## src/rtl/freq_sweep_ctrl.sv

```systemverilog
// freq_sweep_ctrl: button-driven fine/coarse frequency ladder with a bounded
// learn-mode sweep, producing a registered DDS tuning word in the clk_50m domain.
module freq_sweep_ctrl #(
   parameter int FREQ_W      = 16,
   parameter int TW_W        = 24,
   parameter int FINE_MAX    = 30,
   parameter int COARSE_STEP = 15000,
   parameter int COARSE_N    = 3,
   parameter int SWEEP_START = 1000,
   parameter int SWEEP_STEP  = 2,
   parameter int SWEEP_STOP  = 45000
) (
   input  logic              clk_50m,
   input  logic              rst_n,
   input  logic [1:0]        key,
   input  logic              learn_en,
   input  logic              next_freq,
   output logic [FREQ_W-1:0] freq_out,
   output logic [TW_W-1:0]   tuning_word,
   output logic              tw_valid,
   output logic              learn_mode,
   output logic              sweep_done
);

   // Wide enough to hold freq*10 + (freq+2)/4 without overflow before truncation.
   localparam int CALC_W = ((FREQ_W + 5) > TW_W) ? (FREQ_W + 5) : TW_W;

   localparam logic [FREQ_W-1:0] ONE_C      = FREQ_W'(1);
   localparam logic [FREQ_W-1:0] FINE_MAX_C = FREQ_W'(FINE_MAX);
   localparam logic [FREQ_W-1:0] COARSE_C   = FREQ_W'(COARSE_STEP);
   localparam logic [FREQ_W-1:0] TOP_C      = FREQ_W'(COARSE_N * COARSE_STEP);
   localparam logic [FREQ_W-1:0] START_C    = FREQ_W'(SWEEP_START);
   localparam logic [FREQ_W-1:0] STOP_C     = FREQ_W'(SWEEP_STOP);
   localparam logic [FREQ_W:0]   STOP_WIDE_C = (FREQ_W+1)'(SWEEP_STOP);
   localparam logic [FREQ_W:0]   STEP_WIDE_C = (FREQ_W+1)'(SWEEP_STEP);
   localparam logic [TW_W-1:0]   TW_RESET_C  = TW_W'(10);

   typedef enum logic [0:0] {NORM = 1'b0, LEARN = 1'b1} state_t;

   state_t            state_r;
   logic [FREQ_W-1:0] hold_r;

   logic [1:0] key_s1_r, key_s2_r, key_d_r;
   logic       learn_s1_r, learn_s2_r, learn_d_r;
   logic       next_s1_r, next_s2_r, next_d_r;

   logic              down_press_s, up_press_s;
   logic              learn_rise_s, learn_fall_s, next_rise_s;
   logic [FREQ_W:0]   sweep_sum_s;
   logic              sweep_hit_s;
   logic [FREQ_W-1:0] sweep_next_s;
   logic [TW_W-1:0]   tw_next_s;

   // Next ladder value for a down press.
   function automatic logic [FREQ_W-1:0] ladder_down(input logic [FREQ_W-1:0] f);
      logic [FREQ_W-1:0] r;
      r = TOP_C;
      if (f <= ONE_C) begin
         r = FINE_MAX_C;
      end else if (f <= FINE_MAX_C) begin
         r = f - ONE_C;
      end else if (f == COARSE_C) begin
         r = FINE_MAX_C;
      end else begin
         for (int k = 2; k <= COARSE_N; k++) begin
            if (f == FREQ_W'(k * COARSE_STEP)) begin
               r = FREQ_W'((k - 1) * COARSE_STEP);
            end else begin
               r = r;
            end
         end
      end
      return r;
   endfunction

   // Next ladder value for an up press.
   function automatic logic [FREQ_W-1:0] ladder_up(input logic [FREQ_W-1:0] f);
      logic [FREQ_W-1:0] r;
      r = FINE_MAX_C;
      if (f < FINE_MAX_C) begin
         r = f + ONE_C;
      end else if (f == FINE_MAX_C) begin
         r = COARSE_C;
      end else begin
         for (int k = 1; k <= COARSE_N; k++) begin
            if (f == FREQ_W'(k * COARSE_STEP)) begin
               if (k == COARSE_N) begin
                  r = f;
               end else begin
                  r = FREQ_W'((k + 1) * COARSE_STEP);
               end
            end else begin
               r = r;
            end
         end
      end
      return r;
   endfunction

   // Two-flop synchronisers plus one edge-history register per input.
   always_ff @(posedge clk_50m or negedge rst_n) begin
      if (!rst_n) begin
         key_s1_r   <= 2'b11;
         key_s2_r   <= 2'b11;
         key_d_r    <= 2'b11;
         learn_s1_r <= 1'b0;
         learn_s2_r <= 1'b0;
         learn_d_r  <= 1'b0;
         next_s1_r  <= 1'b0;
         next_s2_r  <= 1'b0;
         next_d_r   <= 1'b0;
      end else begin
         key_s1_r   <= key;
         key_s2_r   <= key_s1_r;
         key_d_r    <= key_s2_r;
         learn_s1_r <= learn_en;
         learn_s2_r <= learn_s1_r;
         learn_d_r  <= learn_s2_r;
         next_s1_r  <= next_freq;
         next_s2_r  <= next_s1_r;
         next_d_r   <= next_s2_r;
      end
   end

   assign down_press_s = key_d_r[0] & ~key_s2_r[0];
   assign up_press_s   = key_d_r[1] & ~key_s2_r[1];
   assign learn_rise_s = learn_s2_r & ~learn_d_r;
   assign learn_fall_s = ~learn_s2_r & learn_d_r;
   assign next_rise_s  = next_s2_r & ~next_d_r;

   // Sweep step saturating at the stop limit; extra bit guards against wrap.
   always_comb begin
      sweep_sum_s  = {1'b0, freq_out} + STEP_WIDE_C;
      sweep_hit_s  = 1'b0;
      sweep_next_s = sweep_sum_s[FREQ_W-1:0];
      if (sweep_sum_s >= STOP_WIDE_C) begin
         sweep_hit_s  = 1'b1;
         sweep_next_s = STOP_C;
      end else begin
         sweep_hit_s  = 1'b0;
      end
   end

   // Tuning word computed at full width then truncated to the DDS width.
   assign tw_next_s = TW_W'((CALC_W'(freq_out) * CALC_W'(10))
                            + ((CALC_W'(freq_out) + CALC_W'(2)) >> 2));

   // Mode FSM: ladder stepping in NORM, bounded sweep in LEARN.
   always_ff @(posedge clk_50m or negedge rst_n) begin
      if (!rst_n) begin
         state_r    <= NORM;
         freq_out   <= ONE_C;
         hold_r     <= ONE_C;
         learn_mode <= 1'b0;
         sweep_done <= 1'b0;
      end else begin
         case (state_r)
            NORM: begin
               if (learn_rise_s) begin
                  hold_r     <= freq_out;
                  freq_out   <= START_C;
                  state_r    <= LEARN;
                  learn_mode <= 1'b1;
               end else if (down_press_s) begin
                  freq_out <= ladder_down(freq_out);
               end else if (up_press_s) begin
                  freq_out <= ladder_up(freq_out);
               end
            end
            LEARN: begin
               if (learn_fall_s) begin
                  freq_out   <= hold_r;
                  state_r    <= NORM;
                  learn_mode <= 1'b0;
                  sweep_done <= 1'b0;
               end else if (next_rise_s) begin
                  freq_out <= sweep_next_s;
                  if (sweep_hit_s) begin
                     sweep_done <= 1'b1;
                  end
               end
            end
            default: begin
               state_r    <= NORM;
               learn_mode <= 1'b0;
               sweep_done <= 1'b0;
            end
         endcase
      end
   end

   // Tuning word register and change pulse, one cycle behind freq_out.
   always_ff @(posedge clk_50m or negedge rst_n) begin
      if (!rst_n) begin
         tuning_word <= TW_RESET_C;
         tw_valid    <= 1'b0;
      end else begin
         tuning_word <= tw_next_s;
         tw_valid    <= (tw_next_s != tuning_word);
      end
   end

endmodule

```

## config.mk

```make
export PLATFORM = sky130hd
export DESIGN_NAME = freq_sweep_ctrl
export DESIGN_NICKNAME = d
export VERILOG_FILES = /design/src/rtl/freq_sweep_ctrl.sv
export SDC_FILE = /design/constraint.sdc
export NUM_CORES = 1
export LEC_CHECK = 0
export BUFFER_PORTS_ARGS = -buffer_cell sky130_fd_sc_hd__buf_4
export CAP_MARGIN = 10
export CORE_UTILIZATION = 25
export CTS_CLUSTER_DIAMETER = 30
export DETAILED_ROUTE_END_ITERATION = 16
export PLACE_DENSITY = 0.51
export SLEW_MARGIN = 20
export SYNTH_ARGS = -nofsm -noshare
export SYNTH_HDL_FRONTEND = slang
export SYNTH_SLANG_ARGS = --single-unit
```

## constraint.sdc

```tcl
create_clock -name clk_50m -period 5.24 [get_ports clk_50m]
set_clock_uncertainty 0.1 [all_clocks]
set_input_delay 0.262 -clock clk_50m [delete_from_list [all_inputs] [get_ports clk_50m]]
set_output_delay 0.262 -clock clk_50m [all_outputs]
set_load 0.01 [all_outputs]
```

# After elaboration in Yosys (flattened, before gate mapping)

Index checks and enable logic that the tools add are counted.

Register bits after elaboration: 69
Output and inout port bits: 43
Word-level logic and storage cells: 80
Input port bits: 6

Mux-type cells: 27
Multipliers: 1
Eq/ne operators: 10
Bitwise logic cells: 11
Add/subtract/negate cells: 5
Reduce and logical (&&, ||, !) cells: 6
$lt $le $gt $ge: 4

Operators with widths:

| cell                                                                           | count |
|---|---|
| 16-bit 2-to-1 mux                                                              | 15 |
| 16-bit by 2-bit adder with 17-bit output (second input constant)               | 2 |
| 16-bit case mux with 2 select lines                                            | 1 |
| 20-bit by 15-bit adder with 21-bit output                                      | 1 |
| 21-bit inequality test                                                         | 1 |
| 16-bit by 3-bit multiplier with 19-bit output (second input constant)          | 1 |
| 17-bit by 16-bit >= comparator with 1-bit output (second input constant)       | 1 |
| 16-bit by 1-bit adder with 16-bit output (second input constant)               | 1 |
| 16-bit by 14-bit equality test with 1-bit output (second input constant)       | 1 |
| 16-bit by 15-bit equality test with 1-bit output (second input constant)       | 1 |
| 16-bit equality test (second input constant)                                   | 1 |
| 16-bit by 5-bit equality test with 1-bit output (second input constant)        | 1 |
| 16-bit by 1-bit <= comparator with 1-bit output (second input constant)        | 1 |
| 16-bit by 5-bit <= comparator with 1-bit output (second input constant)        | 1 |
| 16-bit by 5-bit less-than comparator with 1-bit output (second input constant) | 1 |
| 16-bit by 1-bit subtractor with 16-bit output (second input constant)          | 1 |
| 15-bit 2-to-1 mux                                                              | 1 |
| 1-bit 2-to-1 mux                                                               | 8 |
| 6-bit inequality test (second input constant)                                  | 1 |
| 1-bit NOT                                                                      | 6 |
| 3-bit AND reduction                                                            | 2 |
| 1-bit AND                                                                      | 5 |
| 4-bit inequality test (second input constant)                                  | 1 |
| 1-bit case mux with 2 select lines                                             | 2 |
| 5 further kinds                                                                | 7 |

# Longest topological paths before layout

Gate-level depths: netlist of the first run.

Depth in word-level cells: 10
Gate-level depth with buffers: 22
Gate-level depth less buffers: 21

# Worst setup path before layout of the first run

OpenSTA, ideal clock, no wires.

Path kind: flip-flop to flip-flop
From: register freq_out[1]
To: register tw_valid
Setup time: 0.143 ns
Buffers on the path: 1
Cell stages (with the launch flop): 19
Arrival time: 4.260 ns
Slack: 0.737 ns
Path through: dfrtp_1 ha_1 ha_1 fa_1 a211oi_2 o21ai_2 a31oi_1 xnor2_1 ha_1 clkbuf_1 xnor2_1 nor3_1 a211oi_1 o2111ai_1 nor4_1 and4_2 o2111ai_1 a2111oi_2 o2111ai_1

Longest elaborated chain between the ends: 3
Elaborated cells on any way between the ends: 4

RTL lines:

| what                                                                                                             | RTL line | text |
|---|---|---|
| start, declared                                                                                                  | 18       | `output logic [FREQ_W-1:0] freq_out,` |
| start signal, assigned                                                                                           | 165      | `freq_out <= ladder_down(freq_out);` |
| start signal, assigned                                                                                           | 167      | `freq_out <= ladder_up(freq_out);` |
| start signal, assigned                                                                                           | 172      | `freq_out <= hold_r;` |
| 16-bit by 3-bit multiplier with 19-bit output / 16-bit by 2-bit adder with 17-bit output (equally long branches) | 145, 146 |  |
| 20-bit by 15-bit adder with 21-bit output *                                                                      | 146      | `+ ((CALC_W'(freq_out) + CALC_W'(2)) >> 2));` |
| 21-bit inequality test *                                                                                         | 199      | `tw_valid <= (tw_next_s != tuning_word);` |
| end signal, assigned                                                                                             | 199      |  |
| end, declared                                                                                                    | 20       | `output logic tw_valid,` |

Every way passes the cells marked *; elsewhere a longest branch is shown, timed or not.
A chain may end at the register's enable or synchronous reset.

# Worst setup path after layout of the first run

From: register freq_out[6]
To: register tw_valid

Same word-level chain as after synthesis.

==> flow_summary.ini, run 1 <==
[layout]
fin_util_pct = 29.9
drive_above_1_share_pct = 17.5
antenna_cells = 0
syn_to_final_growth_pct = 16.5
nets = 752
register_area_sq_um = 1740
fill_cells = 2477
multi_input_area_sq_um = 3850

[worst_setup_path]
critical_path.top_delay_family = compound AO/OA/AOI/OAI gates
critical_path_buf_inv_count = 0
critical_path.cell_chain = ha_1 -> ha_1 -> a21o_1 -> a21oi_1 -> nand2_1 -> a21oi_1 -> nor2b_1 -> o21ai_0 -> nand2b_1 -> a21oi_1 -> xnor2_1 -> ha_1 -> and3_2 -> a31oi_1 -> or3b_4 -> xor2_1 -> a2111oi_2 -> o2111ai_1
worst-setup-path-type = register to register
slowest_stage = dfrtp_1
end_kind = register
crit_fanout = 14
cp-start-kind = register
worstPathRequired_ns = 5.36
cp_slowest_stage_delay_ns = 0.64
crit_arrival_ns = 4.87

[clock_tree]
cts.clk_slew.worst_paths_ns = 0.07
cts_root_buffer = clkbuf_16
post_cts_buffers = 0
cts_buffer_depth = 2
htreeDepth = 3
clock_latency_ns = 0.35
tritoncts = yes
cts_sinks = 69
cts_inserted_buffers = 9

[floorplan]
die_x_microns = 155
rows = 55
die_y_microns = 155
start_util_pct = 25.7
core-area_sq_um = 22800
pin_count = 49
die_area_sq_um = 24100

[global_routing]
grt_first_pass_wirelength_microns = 28000
antenna_found_initial = 0
grt_max_degree = 70
grt_pass1_vias = 5001
gr-total-overflow = 0
grt_use_total_pct = 15.0

[sta]
rsz0062_at_grt = false
timing.hold.ws_ns = -0.0728
max_freq_mhz = 211
setup_viol = 0
period_share_pct = 90.7
tns_ns = 0
slew_headroom_pct = 34.7
tightest_slew_ns = 0.978
fin_crit_ns = 4.75
final-hold-violation-count = 39
drv_slew = 0

[synthesis]
synth_edf_count = 0
synth-xor-area-share_pct = 10.3
synthMuxAreaShare_pct = 3.92
synthCells = 661
ys_types = 90
syn_area_sq_um = 5870
yosys.area_share.simple_pct = 18.7
synth-seq-cells = 69
ys_seq_area_share_pct = 29.6
syn_area_per_cell_sq_um = 8.88
synth_compound_area_share_pct = 21.6
async_reset_ff_share_pct = 100
synthAdderAreaFrac_pct = 10.9
synth_ff_type = dfrtp_1
synth_top_family_by_area = compound AO/OA/AOI/OAI gates
yosys_warnings = 0

[routing]
vias = 5200
drtIter0Drc = 426
firstDrtPassIters = 5
via_per_inst = 5.13
routed_wl_microns = 17300
drtAntennaViolNets = 0
drc_errors = 0
wl_per_cell_microns = 17.0

[hold_path]
hp-class = input pin to async pin

[run_status]
status = finished, violations left
violations = hold timing

[placed_design]
io_buffers = 45
hpwl_microns = 13100
globalplace.congestion = 0.849

[job]
drv_cap = 0
==> final timing paths <==
path,cells after the start,start,slack [ns],endpoint
setup / recovery,18,freq_out[6],0.49,tw_valid
hold / removal,1,rst_n,-0.07,freq_out[15]
setup reg to reg,18,freq_out[6],0.49,tw_valid
hold reg to reg,0,learn_s1_r,0.25,learn_s2_r
max in group asynchronous,1,rst_n,4.45,tuning_word[16]
min in group clk_50m,0,learn_s1_r,0.25,learn_s2_r
==> per-layer routing <==
layer  routed length, microns  track usage, %  vias to the layer above  part of all wire [%]
met5                        0               0                        -                     0
met4                      240            3.83                        0                   1.4
met3                      847            3.01                       15                   4.9
met2                     8000            24.6                      163                    46
met1                     8190            20.0                     2506                    47
li1                         -               -                     2516                     -
==> state kept, by name, summed over array words and instances (netlist names) <==
signal,count
key_s1_r,2
freq_out,16
learn_d_r,1
learn_s2_r,1
state_r,1
hold_r,16
next_s1_r,1
learn_mode,1
key_d_r,2
tuning_word,21
sweep_done,1
next_s2_r,1
learn_s1_r,1
tw_valid,1
next_d_r,1
key_s2_r,2
==> logic make-up (layout without fill, tap and decap cells) <==
kind of cell / count (synthesis) / after routing
buf+inv: 63 / 100
fa+ha+maj: 50 / 50
flops: 69 / 69
mux: 21 / 21
other cells: 1 / 4
compound gates: 182 / 182
simple gates: 212 / 212
xor+xnor: 63 / 63
==> synthesized netlist by cell type, types with 3 or more instances <==
cell type  instances  share of area [%]
a311oi_1           3               0.45
a21o_1            12                1.5
nand2b_1           6               0.64
buf_4              5               0.64
a31oi_1           21                2.2
inv_1             22                1.4
o211ai_1           6               0.77
buf_2             11               0.94
a211o_1            4               0.60
or3_1              4               0.43
o21a_1             9                1.2
o22ai_1            3               0.32
o21ai_1           12                1.0
nor4b_1            3               0.45
clkbuf_1          20                1.3
and2_1             6               0.64
o21ai_0           23                2.0
nand4_1           10                1.1
a221oi_1           6               0.90
and3_1             7               0.75
xnor2_1           36                5.4
xor2_1            23                3.4
nor4_1             8               0.85
a21oi_1           36                3.1
mux2_2            16                3.1
o2111ai_1          4               0.60
mux2i_1            5               0.85
nand3_1           26                2.2
nand2_1           48                3.1
o31ai_1            3               0.38
dfrtp_1           59                 25
nor2_1            47                3.0
a32oi_1            3               0.45
ha_1              48                 10
nor3_1            19                1.6
nor2b_1            5               0.53
dfstp_2           10                4.5
==> through the flow <==
| stage | setup slack (ns) | instances | area (sq um) |
|---|---|---|---|
| finish | 0.490 | 1014 | 6840 |
| floorplan | 0.737 | 664 | 5880 |
| global route | 0.106 | 1014 | 6840 |
| CTS | 0.487 | 1014 | 6840 |
| detailed placement | 0.494 | 994 | 6490 |
| global placement | 0.528 | 994 | 6490 |
==> area by class of cell <==
cell class,instances,share of cell area [%]
timing repair buffer,60,6.74
clock buffer,9,3.29
sequential,69,25.4
multi-input combinational,532,56.4
tap,313,5.73
clock inverter,7,1.10
inverter,24,1.32
==> cell usage in the layout (no fill, tap or decap), drive strengths merged, types with 6 or more instances in the layout <==
cell    synthesis  routed
xnor2          37      37
nand4          10      10
o21ai          36      36
o211ai          6       6
buf            17      56
dfrtp          59      59
a21o           13      13
nand2b          6       6
nand3          26      26
ha             48      48
a21oi          36      36
clkbuf         22       9
nor3           20      20
xor2           23      23
and2            7       7
o21a            9       9
inv            24      29
nor2           48      48
nand2          49      49
mux2           16      16
and3            8       8
nor4            8       8
a31oi          21      21
a221oi          6       6
dfstp          10      10
==> what timing repair did <==
| action | 4_1_cts | 5_1_grt |
|---|---|---|
| hold endpoints to repair | 4 | 0 |
| gates resized for setup | 0 | 0 |
| hold buffers | 4 | 0 |
Power of run 1 is left out: the tool's default activity adds up to more than one toggle a clock period on the data nets, which glitch-free logic cannot reach.
==> run 2, diff against run 1 <==
--- a/config.mk
+++ b/config.mk
@@ -11,6 +11,7 @@
 export CTS_CLUSTER_DIAMETER = 30
 export DETAILED_ROUTE_END_ITERATION = 16
 export PLACE_DENSITY = 0.51
+export REMOVE_ABC_BUFFERS = 1
 export SLEW_MARGIN = 20
 export SYNTH_ARGS = -nofsm -noshare
 export SYNTH_HDL_FRONTEND = slang
==> run 2 against run 1 <==
  * The flow now finishes without violations
  * Count of clock-buffer cells in the layout unchanged
  * Maximum frequency grew 0.49%
  * Via count down 0.29%
  * Utilization increased by 0.14 points
  * Critical path depth down 3
  * Design area rose by 0.46%
  * Register-to-register slack gained 0.02 ns
  * Critical endpoint unchanged
==> flow_summary.ini, run 2 (synthesis gave the netlist of run 1 again) <==
[pwr]
internal-power_mw = 2.84
power_frac_clock_pct = 12.4
netSwitchingFraction_pct = 48.8
seq_power_share_pct = 16.1
power.density_nw_per_um2 = 808
switching_power_mw = 2.71
peakVddDrop_uv = 368
combPwrFrac_pct = 71.4
p_leak_nw = 2.95

[layout]
register_area_sq_um = 1740
fin_util_pct = 30.1
reg_top3 = tuning_word (21), freq_out (16), hold_r (16)
fill_cells = 2487
nets = 752
syn_to_final_growth_pct = 17.0
final_common_cell = dfrtp_1
multi_input_area_sq_um = 3850
regMostFlops = tuning_word
fin_area_sq_um = 6870
largest_reg_flops = 21
antenna_cells = 0
drive_above_1_share_pct = 17.4
final_cell_mix = dfrtp_1 (59), buf_4 (55), nand2_1 (48), ha_1 (48), nor2_1 (46)

[floorplan]
die_area_sq_um = 24100
core-area_sq_um = 22800
die_x_microns = 155
pin_count = 49
start_util_pct = 25.7
rows = 55
die_y_microns = 155

[global_routing]
gr-total-overflow = 0
grt_pass1_vias = 4941
grt_max_degree = 70
grt_use_total_pct = 14.7
grt_first_pass_wirelength_microns = 27600
antenna_found_initial = 0

[sta]
period_share_pct = 90.2
max_freq_mhz = 212
tns_ns = 0
finalWorstSetupSlack_ns = 0.513
drv_slew = 0
rsz0062_at_grt = false
slew_headroom_pct = 35.6
tightest_slew_ns = 0.964
final-hold-violation-count = 0
fin_crit_ns = 4.73
setup_viol = 0

[routing]
routed_wl_microns = 17100
drtIter0Drc = 384
drtAntennaViolNets = 0
vias = 5185
via_per_inst = 5.11
firstDrtPassIters = 5
wl_per_cell_microns = 16.8
drc_errors = 0

[hold_path]
hp-class = register to register

[job]
drv_cap = 0

[clock_tree]
clock_latency_ns = 0.36
cts.clk_slew.worst_paths_ns = 0.06
cts_buffer_depth = 2
cts_inserted_buffers = 9
htreeDepth = 3
tritoncts = yes
post_cts_buffers = 0
hold_buffers = 5
cts_root_buffer = clkbuf_16
ctsResizeCount = 0
cts_sinks = 69

[placed_design]
globalplace.congestion = 0.892
pre_cts_ws_ns = 0.533
hpwl_microns = 13000
io_buffers = 45
dpl-instance-area_sq_um = 6490

[worst_setup_path]
crit_arrival_ns = 4.84
crit_fanout = 10
end_kind = register
cp-start-kind = register
worstPathRequired_ns = 5.35
worst-setup-path-type = register to register
r2r_setup_slack_ns = 0.51

[run_status]
status = complete, no violations
-- run 2: changes by cell type in the layout (fill, tap and decap cells not counted), sizes merged --
cell         previous run  this run
bufinv                  0         2
inv                    29        27
buf                    56        55
clkinv                  1         2
clkinvlp                1         0
dlygate4sd3             4         5
-- run 2: critical path, cell delays in order, from the launching register on --
cell and delay (ns):
dfrtp_1 0.35, buf_4 0.19, ha_1 0.40, nand4_1 0.30, nor2_1 0.24, xor2_1 0.37
ha_1 0.42, xnor2_2 0.24, a311oi_1 0.32, o221ai_1 0.16, a2111o_1 0.33, nor4_1 0.25
and4_2 0.26, o2111ai_1 0.16, a2111oi_2 0.32, o2111ai_1 0.16
-- run 2: stage by stage --
stage | instances | power, mW | hold slack, ns
floorplan | 625 | 3.85 | -0.134
global placement | 993 | 4.90 | 0.233
detailed placement | 993 | 4.86 | 0.236
CTS | 1014 | 5.59 | 0.251
global route | 1014 | 6.05 | 0.256
finish | 1014 | 5.55 | 0.247
-- run 2: path summary, 6_finish.rpt --
| kind | startpoint | to | cells past startpoint |
|---|---|---|---|
| max in group asynchronous | rst_n | tuning_word[16] | 2 |
| hold reg to reg | learn_s1_r | learn_s2_r | 0 |
| setup / recovery | freq_out[1] | tw_valid | 15 |
| min in group asynchronous | rst_n | hold_r[9] | 2 |
| hold / removal | learn_s1_r | learn_s2_r | 0 |
| setup reg to reg | freq_out[1] | tw_valid | 15 |
-- run 2: power by group through the flow --
stage / sequential, mW / combinational, mW / clock [mW]
5_1_grt: 0.923 / 4.40 / 0.730
3_3_place_gp: 0.903 / 4.00 / 0
3_5_place_dp: 0.909 / 3.95 / 0
6_report: 0.896 / 3.96 / 0.689
2_1_floorplan: 0.960 / 2.89 / 0
4_1_cts: 0.899 / 3.98 / 0.710
-- run 2: layer usage --
layer  global-route usage, %  vias to the layer above  routed length, microns
met1                    19.9                     2505                    8210
met3                    2.98                       19                     808
li1                        -                     2530                       -
met4                    5.28                        0                     340
met2                    23.3                      131                    7700
met5                       0                        -                       0
-- run 2: cell type report --
class                   instances  share of cell area (%)
repair buffers                 60                    6.74
flip-flops and latches         69                    25.3
clock inverters                 7                    1.51
inverters                      24                    1.31
multi-input cells             532                    56.1
well taps                     313                    5.70
clock buffers                   9                    3.28
No activity file was read; power rests on OpenSTA's default activity.
